File: config.mk
export PLATFORM = sky130hd
export DESIGN_NAME = voice_mix_accumulator
export DESIGN_NICKNAME = d
export VERILOG_FILES = /design/src/rtl/mix_pkg.sv /design/src/rtl/mix_narrow.sv /design/src/rtl/voice_mix_accumulator.sv
export SDC_FILE = /design/constraint.sdc
export NUM_CORES = 1
export LEC_CHECK = 0
export ABC_AREA = 0
export CELL_PAD_IN_SITES_DETAIL_PLACEMENT = 1
export CELL_PAD_IN_SITES_GLOBAL_PLACEMENT = 2
export CORE_ASPECT_RATIO = 1.25
export CORE_MARGIN = 5
export CORE_UTILIZATION = 38
export CTS_BUF_LIST = sky130_fd_sc_hd__clkbuf_4 sky130_fd_sc_hd__clkbuf_8
export DETAILED_ROUTE_END_ITERATION = 7
export PLACE_DENSITY = 0.94
export SYNTH_ARGS = -nofsm -noshare
export SYNTH_HDL_FRONTEND = slang
export SYNTH_HIERARCHICAL = 1
export SYNTH_SLANG_ARGS = --single-unit
File: constraint.sdc
create_clock -name clk -period 4.7 [get_ports clk]
set_clock_uncertainty 0.2 [all_clocks]
set_input_delay 0.94 -clock clk [delete_from_list [all_inputs] [get_ports clk]]
set_output_delay 0.94 -clock clk [all_outputs]
set_load 0.02 [all_outputs]
File: src/rtl/mix_pkg.sv
// Shared definitions for the voice mixer: FSM encoding and signed-range helpers.
package mix_pkg;

    typedef enum logic [1:0] {
        ST_IDLE  = 2'd0,
        ST_ACCUM = 2'd1,
        ST_HOLD  = 2'd2
    } state_t;

    function automatic int unsigned clog2(input int unsigned v);
        int unsigned r;
        r = 0;
        while ((64'd1 << r) < 64'(v)) r++;
        return r;
    endfunction

    function automatic longint MAX_S(input int unsigned w);
        return (64'sd1 <<< (w - 1)) - 64'sd1;
    endfunction

    function automatic longint MIN_S(input int unsigned w);
        return -(64'sd1 <<< (w - 1));
    endfunction

endpackage

File: src/rtl/mix_narrow.sv
// Narrows the guard-bit sum to WIDTH and flags overflow.
// Build option VOICE_MIX_SATURATE_EN clips on overflow; otherwise the low bits wrap.
module mix_narrow
    import mix_pkg::*;
#(
    parameter int unsigned WIDTH = 18,
    parameter int unsigned AW    = 21
) (
    input  logic signed [AW-1:0]    i_sum,
    output logic        [WIDTH-1:0] o_data_c,
    output logic                    o_overflow_c
);

    localparam logic signed [AW-1:0] C_MAX = AW'(MAX_S(WIDTH));
    localparam logic signed [AW-1:0] C_MIN = AW'(MIN_S(WIDTH));

    logic w_over_hi;
    logic w_over_lo;

    assign w_over_hi    = (i_sum > C_MAX);
    assign w_over_lo    = (i_sum < C_MIN);
    assign o_overflow_c = w_over_hi | w_over_lo;

`ifdef VOICE_MIX_SATURATE_EN
    always_comb begin
        o_data_c = i_sum[WIDTH-1:0];
        if (w_over_hi) o_data_c = C_MAX[WIDTH-1:0];
        if (w_over_lo) o_data_c = C_MIN[WIDTH-1:0];
    end
`else
    assign o_data_c = i_sum[WIDTH-1:0];
`endif

endmodule

File: src/rtl/voice_mix_accumulator.sv
// Sums a frame of signed voice samples from a valid/ready stream into one mixed sample.
// Saturation on overflow is selected by VOICE_MIX_SATURATE_EN (see mix_narrow).
module voice_mix_accumulator
    import mix_pkg::*;
#(
    parameter int unsigned WIDTH  = 18,
    parameter int unsigned VOICES = 8,
    parameter int unsigned GUARD  = clog2(VOICES)
) (
    input  logic             clk,
    input  logic             reset_n,
    input  logic             s_valid,
    output logic             s_ready,
    input  logic [WIDTH-1:0] s_data,
    input  logic             s_last,
    output logic             m_valid,
    input  logic             m_ready,
    output logic [WIDTH-1:0] m_data,
    output logic             m_overflow,
    output logic             m_truncated,
    output logic [GUARD:0]   m_count
);

    localparam int unsigned AW = WIDTH + GUARD;
    localparam int unsigned CW = GUARD + 1;

    state_t           r_state;
    logic [AW-1:0]    r_acc;
    logic [CW-1:0]    r_count;
    logic             r_m_valid;
    logic [WIDTH-1:0] r_m_data;
    logic             r_m_overflow;
    logic             r_m_truncated;
    logic [CW-1:0]    r_m_count;

    logic             w_accept;
    logic [AW-1:0]    w_data_ext;
    logic [AW-1:0]    w_sum;
    logic [CW-1:0]    w_count_next;
    logic             w_full;
    logic             w_frame_end;
    logic [WIDTH-1:0] w_narrow_data;
    logic             w_narrow_ovf;

    assign s_ready     = (r_state != ST_HOLD);
    assign m_valid     = r_m_valid;
    assign m_data      = r_m_data;
    assign m_overflow  = r_m_overflow;
    assign m_truncated = r_m_truncated;
    assign m_count     = r_m_count;

    // Running sum including the beat being offered; the first beat of a frame seeds it.
    assign w_accept     = s_valid && s_ready;
    assign w_data_ext   = {{GUARD{s_data[WIDTH-1]}}, s_data};
    assign w_sum        = (r_state == ST_IDLE) ? w_data_ext : r_acc + w_data_ext;
    assign w_count_next = (r_state == ST_IDLE) ? CW'(1) : r_count + CW'(1);
    assign w_full       = (w_count_next == CW'(VOICES));
    assign w_frame_end  = s_last || w_full;

    mix_narrow #(
        .WIDTH (WIDTH),
        .AW    (AW)
    ) u_narrow (
        .i_sum        (w_sum),
        .o_data_c     (w_narrow_data),
        .o_overflow_c (w_narrow_ovf)
    );

    always_ff @(posedge clk or negedge reset_n) begin
        if (!reset_n) begin
            r_state       <= ST_IDLE;
            r_acc         <= '0;
            r_count       <= '0;
            r_m_valid     <= 1'b0;
            r_m_data      <= '0;
            r_m_overflow  <= 1'b0;
            r_m_truncated <= 1'b0;
            r_m_count     <= '0;
        end else begin
            case (r_state)
                ST_IDLE, ST_ACCUM: begin
                    if (w_accept) begin
                        r_acc   <= w_sum;
                        r_count <= w_count_next;
                        r_state <= ST_ACCUM;
                        if (w_frame_end) begin
                            r_m_valid     <= 1'b1;
                            r_m_data      <= w_narrow_data;
                            r_m_overflow  <= w_narrow_ovf;
                            r_m_truncated <= w_full && !s_last;
                            r_m_count     <= w_count_next;
                            r_state       <= ST_HOLD;
                        end
                    end
                end
                ST_HOLD: begin
                    // Result stays frozen until downstream takes it.
                    if (m_ready) begin
                        r_m_valid <= 1'b0;
                        r_acc     <= '0;
                        r_count   <= '0;
                        r_state   <= ST_IDLE;
                    end
                end
                default: r_state <= ST_IDLE;
            endcase
        end
    end

endmodule

=== Word level (Yosys, flattened, before mapping) ===
Cells that the tools add are included.
W data, S select, Z words.

* Register bits: 52
* Output and inout port bits: 26
* Logic and storage cells: 47

* Add/subtract/negate cells: 2
* $lt $le $gt $ge: 2
* Equality and inequality tests: 7
* Muxes and demuxes: 16
* Bitwise operators: 1
* Reductions and logical operators: 11

{| class="wikitable"
|+ Operator list
! operator !! number
|-
| $mux W21 || 3
|-
| $pmux W21 S2 || 1
|-
| $add A21 B21 Y21 || 1
|-
| $gt A21 B18 Y1 const B || 1
|-
| $lt A21 B18 Y1 const B || 1
|-
| $mux W4 || 3
|-
| $ne A2 B2 Y1 const B || 4
|-
| $pmux W4 S2 || 1
|-
| $mux W2 || 3
|-
| $reduce_and A3 Y1 || 2
|-
| $add A4 B1 Y4 const B || 1
|-
| $eq A4 B4 Y1 const B || 1
|-
| $pmux W2 S2 || 1
|-
| $reduce_and A4 Y1 || 1
|-
| $mux W1 || 3
|-
| $eq A2 B1 Y1 const B || 1
|-
| $eq A2 B2 Y1 const B || 1
|-
| $logic_and A1 B1 Y1 || 2
|-
| $logic_not A2 Y1 || 1
|-
| $pmux W1 S2 || 1
|-
| $reduce_and A2 Y1 || 1
|-
| $reduce_bool A2 Y1 || 1
|-
| $reduce_or A2 Y1 || 1
|-
| $logic_not A1 Y1 || 1
|-
| other kinds (2) || 2
|}

=== Longest topological paths before layout ===
* Depth after elaboration: 7
* Gate-level depth with buffers: 13
* Gate-level depth less buffers: 13

=== By module ===
The synthesis kept the hierarchy.

{| class="wikitable"
|+ By module, submodules not included
! module !! times used !! cells an instance !! area each (sq um) !! sequential area each (sq um)
|-
| voice_mix_accumulator || 1 || 322 || 3191.8 || 1301.2
|-
| mix_narrow || 1 || 21 || 160.2 || 0.0
|}

=== Least setup slack after synthesis ===
No wires, ideal clock.

* Path type: input to register
* Start point: input s_data[0]
* End point: register r_m_overflow (netlist: m_overflow)
* Data arrival time: 3.361 ns
* Setup slack: 1.012 ns
* Cell stages on the path: 13
* Buffers on the path: 0
* Cells stage by stage: ha_1 -> inv_1 -> fa_1 -> nand2b_1 -> a21oi_1 -> o2111ai_1 -> nand4_1 -> a41oi_2 -> nor4b_1 -> nor4b_2 -> nor4_2 -> nor2_1 -> mux2_1

* Word-level cells in the longest chain between the ends: 4
* Elaborated cells on any way between the ends: 5
* Classes of those cells: add/sub (1); order compare (2); mux (1); bitwise (1)

{| class="wikitable"
|+ Ends and longest elaborated chain
! item !! RTL line !! RTL
|-
| from (decl) || voice_mix_accumulator.sv:14 || <nowiki>input logic [WIDTH-1:0] s_data,</nowiki>
|-
| $add A21 B21 Y21 (*) || voice_mix_accumulator.sv:55 || <nowiki>assign w_sum = (r_state == ST_IDLE) ? w_data_ext : r_acc + w_data_ext;</nowiki>
|-
| $mux W21 (*) || voice_mix_accumulator.sv:55 ||
|-
| via w_sum[20] || voice_mix_accumulator.sv:38 || <nowiki>logic [AW-1:0] w_sum;</nowiki>
|-
| $gt A21 B18 Y1 or $lt A21 B18 Y1 (tied branches) || mix_narrow.sv:20, mix_narrow.sv:21 ||
|-
| $or A1 B1 Y1 (*) || mix_narrow.sv:22 || <nowiki>assign o_overflow_c = w_over_hi | w_over_lo;</nowiki>
|-
| via w_narrow_ovf || voice_mix_accumulator.sv:43 || <nowiki>logic w_narrow_ovf;</nowiki>
|-
| to (signal assigned) || voice_mix_accumulator.sv:89 || <nowiki>r_m_overflow <= w_narrow_ovf;</nowiki>
|-
| to (decl) || voice_mix_accumulator.sv:32 || <nowiki>logic r_m_overflow;</nowiki>
|}

The timed path passes the listed nets; every way through them passes the cells marked *.
A chain may end at the register's enable or synchronous reset.

=== Worst setup path after layout ===
Ends and elaborated chain as after synthesis.

==> metrics <==
max_slew headroom 55.4%; final wirelength a little over 8000 um; CP max FO 3; Hold Violations, Final 0; die width approximately 94 um; FP Rows 38; largest net degree at the start of global routing 53; final worst-path cycle share 89.7%; post-synthesis mux area share ~7.7%; critical path capture point type flip-flop; CTS tree yes; Post-Synthesis Cells about 340; max cap viols 0; # hold bufs at CTS 0; Clock Latency Late Sink 320 ps; Synth Area in Adders under 10%; Mapped Avg Cell Area 9.77 um^2; number of synthesized flops with an enable pin 0; Comb power frac between 50% and 60%; port bufs 48; IO Pins roughly 50; Die Height between 100 and 150 um; reg-to-reg endpoint m_overflow$_DFFE_PN0P_; global route overflow 0; Design Area, Final roughly 3900 um^2; CTS buffer count 5; Pwr Density 581 nW/um^2; Via density ~5.3; startpoint types input pin; total power roughly 2.3 mW; ANT cells 0; synth warn 6; Switching Fraction between 40 and 50%; Post-layout nets 417; Filler cells roughly 1000; clock sink count 52; post-cts sizing count 0; die area ~11000 um^2; NetSw 934 uW; synthesized flop and latch total 52; # setup viols final 0; root buffer cell clkbuf_8; Area Growth Syn to Fin 17.8%; R2R depth 13; Reg power frac between 30% and 40%; main combinational cell family by area after synthesis compound AO/OA/AOI/OAI gates; WL/cell about 17 um; post-synthesis xor/xnor area fraction between 4 and 5%; Clk pwr share between 10 and 15%; Worst Slack Setup Final just under 500 ps; dpl hpwl approximately 6000 um; worst min-delay path startpoint m_data[13]$_DFFE_PN0P_; reg-to-reg setup timing slack 1230 ps; via count around 2600; gr usage total between 10% and 20%; final core occ 45.6%; Tmin final around 4200 ps; top_reg_cell synth dfrtp_1; setup TNS 0 ps; RSZ-0062 raised after global routing no; post-synthesis cell area between 3000 and 4000 um^2; worst hold endpoint m_data[13]$_DFFE_PN0P_; Post-Place Worst Slack approximately 150 ps; area post-placement roughly 3800 um^2; hold path cells 1; Synth Area in Simple Gates approximately 14%; register area share after synthesis around 39%; first-pass GRT wire length about 14000 um; Static Leakage 1.70 nW; share of cells above drive strength 1 around 7.5%; post-CTS repair timing setup buffer count 0; Antenna Violating Nets Remaining 0; Yosys cell types 56; Worst Setup Path Type in -> reg; reg-to-reg startpoint r_acc[0]$_DFFE_PN0P_; core footprint around 8700 um^2; Worst-path clk slew 90 ps; GP Congestion about 0.8; WP data arrival approximately 4200 ps; worst vdd ir between 0.2 and 0.25 mV; Longest Clk Path Bufs 2; Synth Area in Compound Gates around a fifth; initial core utilization 38.7%; status completed; H-tree Lvls 2; syn nets about 390; Achievable Freq around 0.24 GHz; worst path required time 4700 ps; Detailed Routing Iterations Pass 1 4; P_int around 1.4 mW; DR iter-0 viols between 90 and 100; max-slew violation count 0; drt drc 0; number of global-route vias before repair between 2000 and 3000; HP Class reg -> reg; Post-synth ARST share 100%; initial antenna violation count 0; Tightest Pin Transition between 600 and 700 ps
-- synth_stat cells (all sizes together) (3+ instances only) --
library cell	number	area [um^2]
nand3	8	40.0
buf	22	153
a22o	20	175
a21o	5	37.5
a21oi	32	160
nor2	35	134
xnor2	8	70.1
nand2b	4	25.0
a31oi	3	25.0
ha	21	263
mux2	22	248
dfrtp	52	1300
xor2	10	87.6
clkbuf	10	37.5
nand2	22	82.6
o21ai	20	104
inv	8	30.0
a211oi	3	27.5
nor4b	3	32.5
and3	3	18.8
-- cell usage in the layout (no fill, tap or decap), types with 2 or more instances in the layout --
cell type,count
a211oi_1,2
xor2_1,10
nor4b_1,2
a31oi_1,2
nand2_1,22
a21o_1,5
o21ai_1,13
clkdlybuf4s50_1,47
ha_1,21
and3_1,3
mux2_1,20
nor2b_1,2
o21ai_0,6
nand3_1,8
nor3_1,2
xnor2_1,8
nand2b_1,4
inv_1,7
dfrtp_1,52
o21bai_1,2
nor2_1,34
nand3b_1,2
buf_4,6
mux2_2,2
clkbuf_8,5
a22o_1,20
a221o_1,2
nor3b_1,2
a21oi_1,31
-- worst max-delay path, cell delays in order --
cell,delay (ps)
clkdlybuf4s50_1,480
ha_1,210
inv_1,70
fa_1,400
nand2b_1,180
a21oi_1,250
o2111ai_1,220
nand4_1,160
a41oi_2,150
nor4b_1,390
nor4b_2,140
nor4_2,280
nor2_1,60
mux2_1,280
-- through the flow --
| stage | instances | hold WS (ps) |
|---|---|---|
| 3_3_place_gp | 485 | 266 |
| 6_report | 493 | 288 |
| 2_1_floorplan | 343 | 265 |
| 5_1_grt | 493 | 320 |
| 3_5_place_dp | 485 | 275 |
| 4_1_cts | 493 | 297 |
-- worst max path at each step --
stage | endpoint | cells past startpoint | from | slack (ps)
after floorplan | m_overflow$_DFFE_PN0P_ | 13 | s_data[0] | 1010
after global placement | m_overflow$_DFFE_PN0P_ | 14 | s_data[0] | 280
after detailed placement | m_overflow$_DFFE_PN0P_ | 14 | s_data[0] | 150
after CTS | m_overflow$_DFFE_PN0P_ | 14 | s_data[0] | 460
after global routing | m_overflow$_DFFE_PN0P_ | 14 | s_data[0] | 180
final | m_overflow$_DFFE_PN0P_ | 14 | s_data[0] | 480
-- state kept, by name, indices dropped and copies added, names as in the netlist --
signal       cells
r_count          4
r_state          2
m_overflow       1
m_truncated      1
r_acc           21
m_valid          1
m_count          4
m_data          18
-- logic make-up after synthesis --
kind of cell,count (synthesis)
AOI/OAI and AO/OA,97
xor gates and xnor gates,18
adders and majority gates,22
and+or+nand+nor,91
DFF,52
buffers and inverters,40
muxes,23
-- power groups by stage --
stage | clock network, mW | logic, mW | registers, mW
floorplan | 0 | 0.854 | 0.813
global placement | 0 | 1.23 | 0.714
detailed placement | 0 | 1.27 | 0.722
CTS | 0.329 | 1.28 | 0.717
global route | 0.348 | 1.39 | 0.739
finish | 0.318 | 1.26 | 0.714
-- layout make-up --
type                    instances  area [um^2]  area share, %
well taps                     120          150           3.80
inverters                       8         30.0          0.761
clock inverters                 2         35.0          0.887
multi-input cells             251         1830           46.5
clock buffers                   6         76.3           1.93
flip-flops and latches         52         1300           33.0
repair buffers                 54          520           13.2
-- per-layer routing --
metal	vias up	routed length (um)	global-route usage, %
met5	-	0	0
met3	8	244	2.55
li1	1276	-	-
met4	0	131	5.68
met2	50	4260	30.1
met1	1302	3610	19.5
No activity file was read; power rests on OpenSTA's default activity.
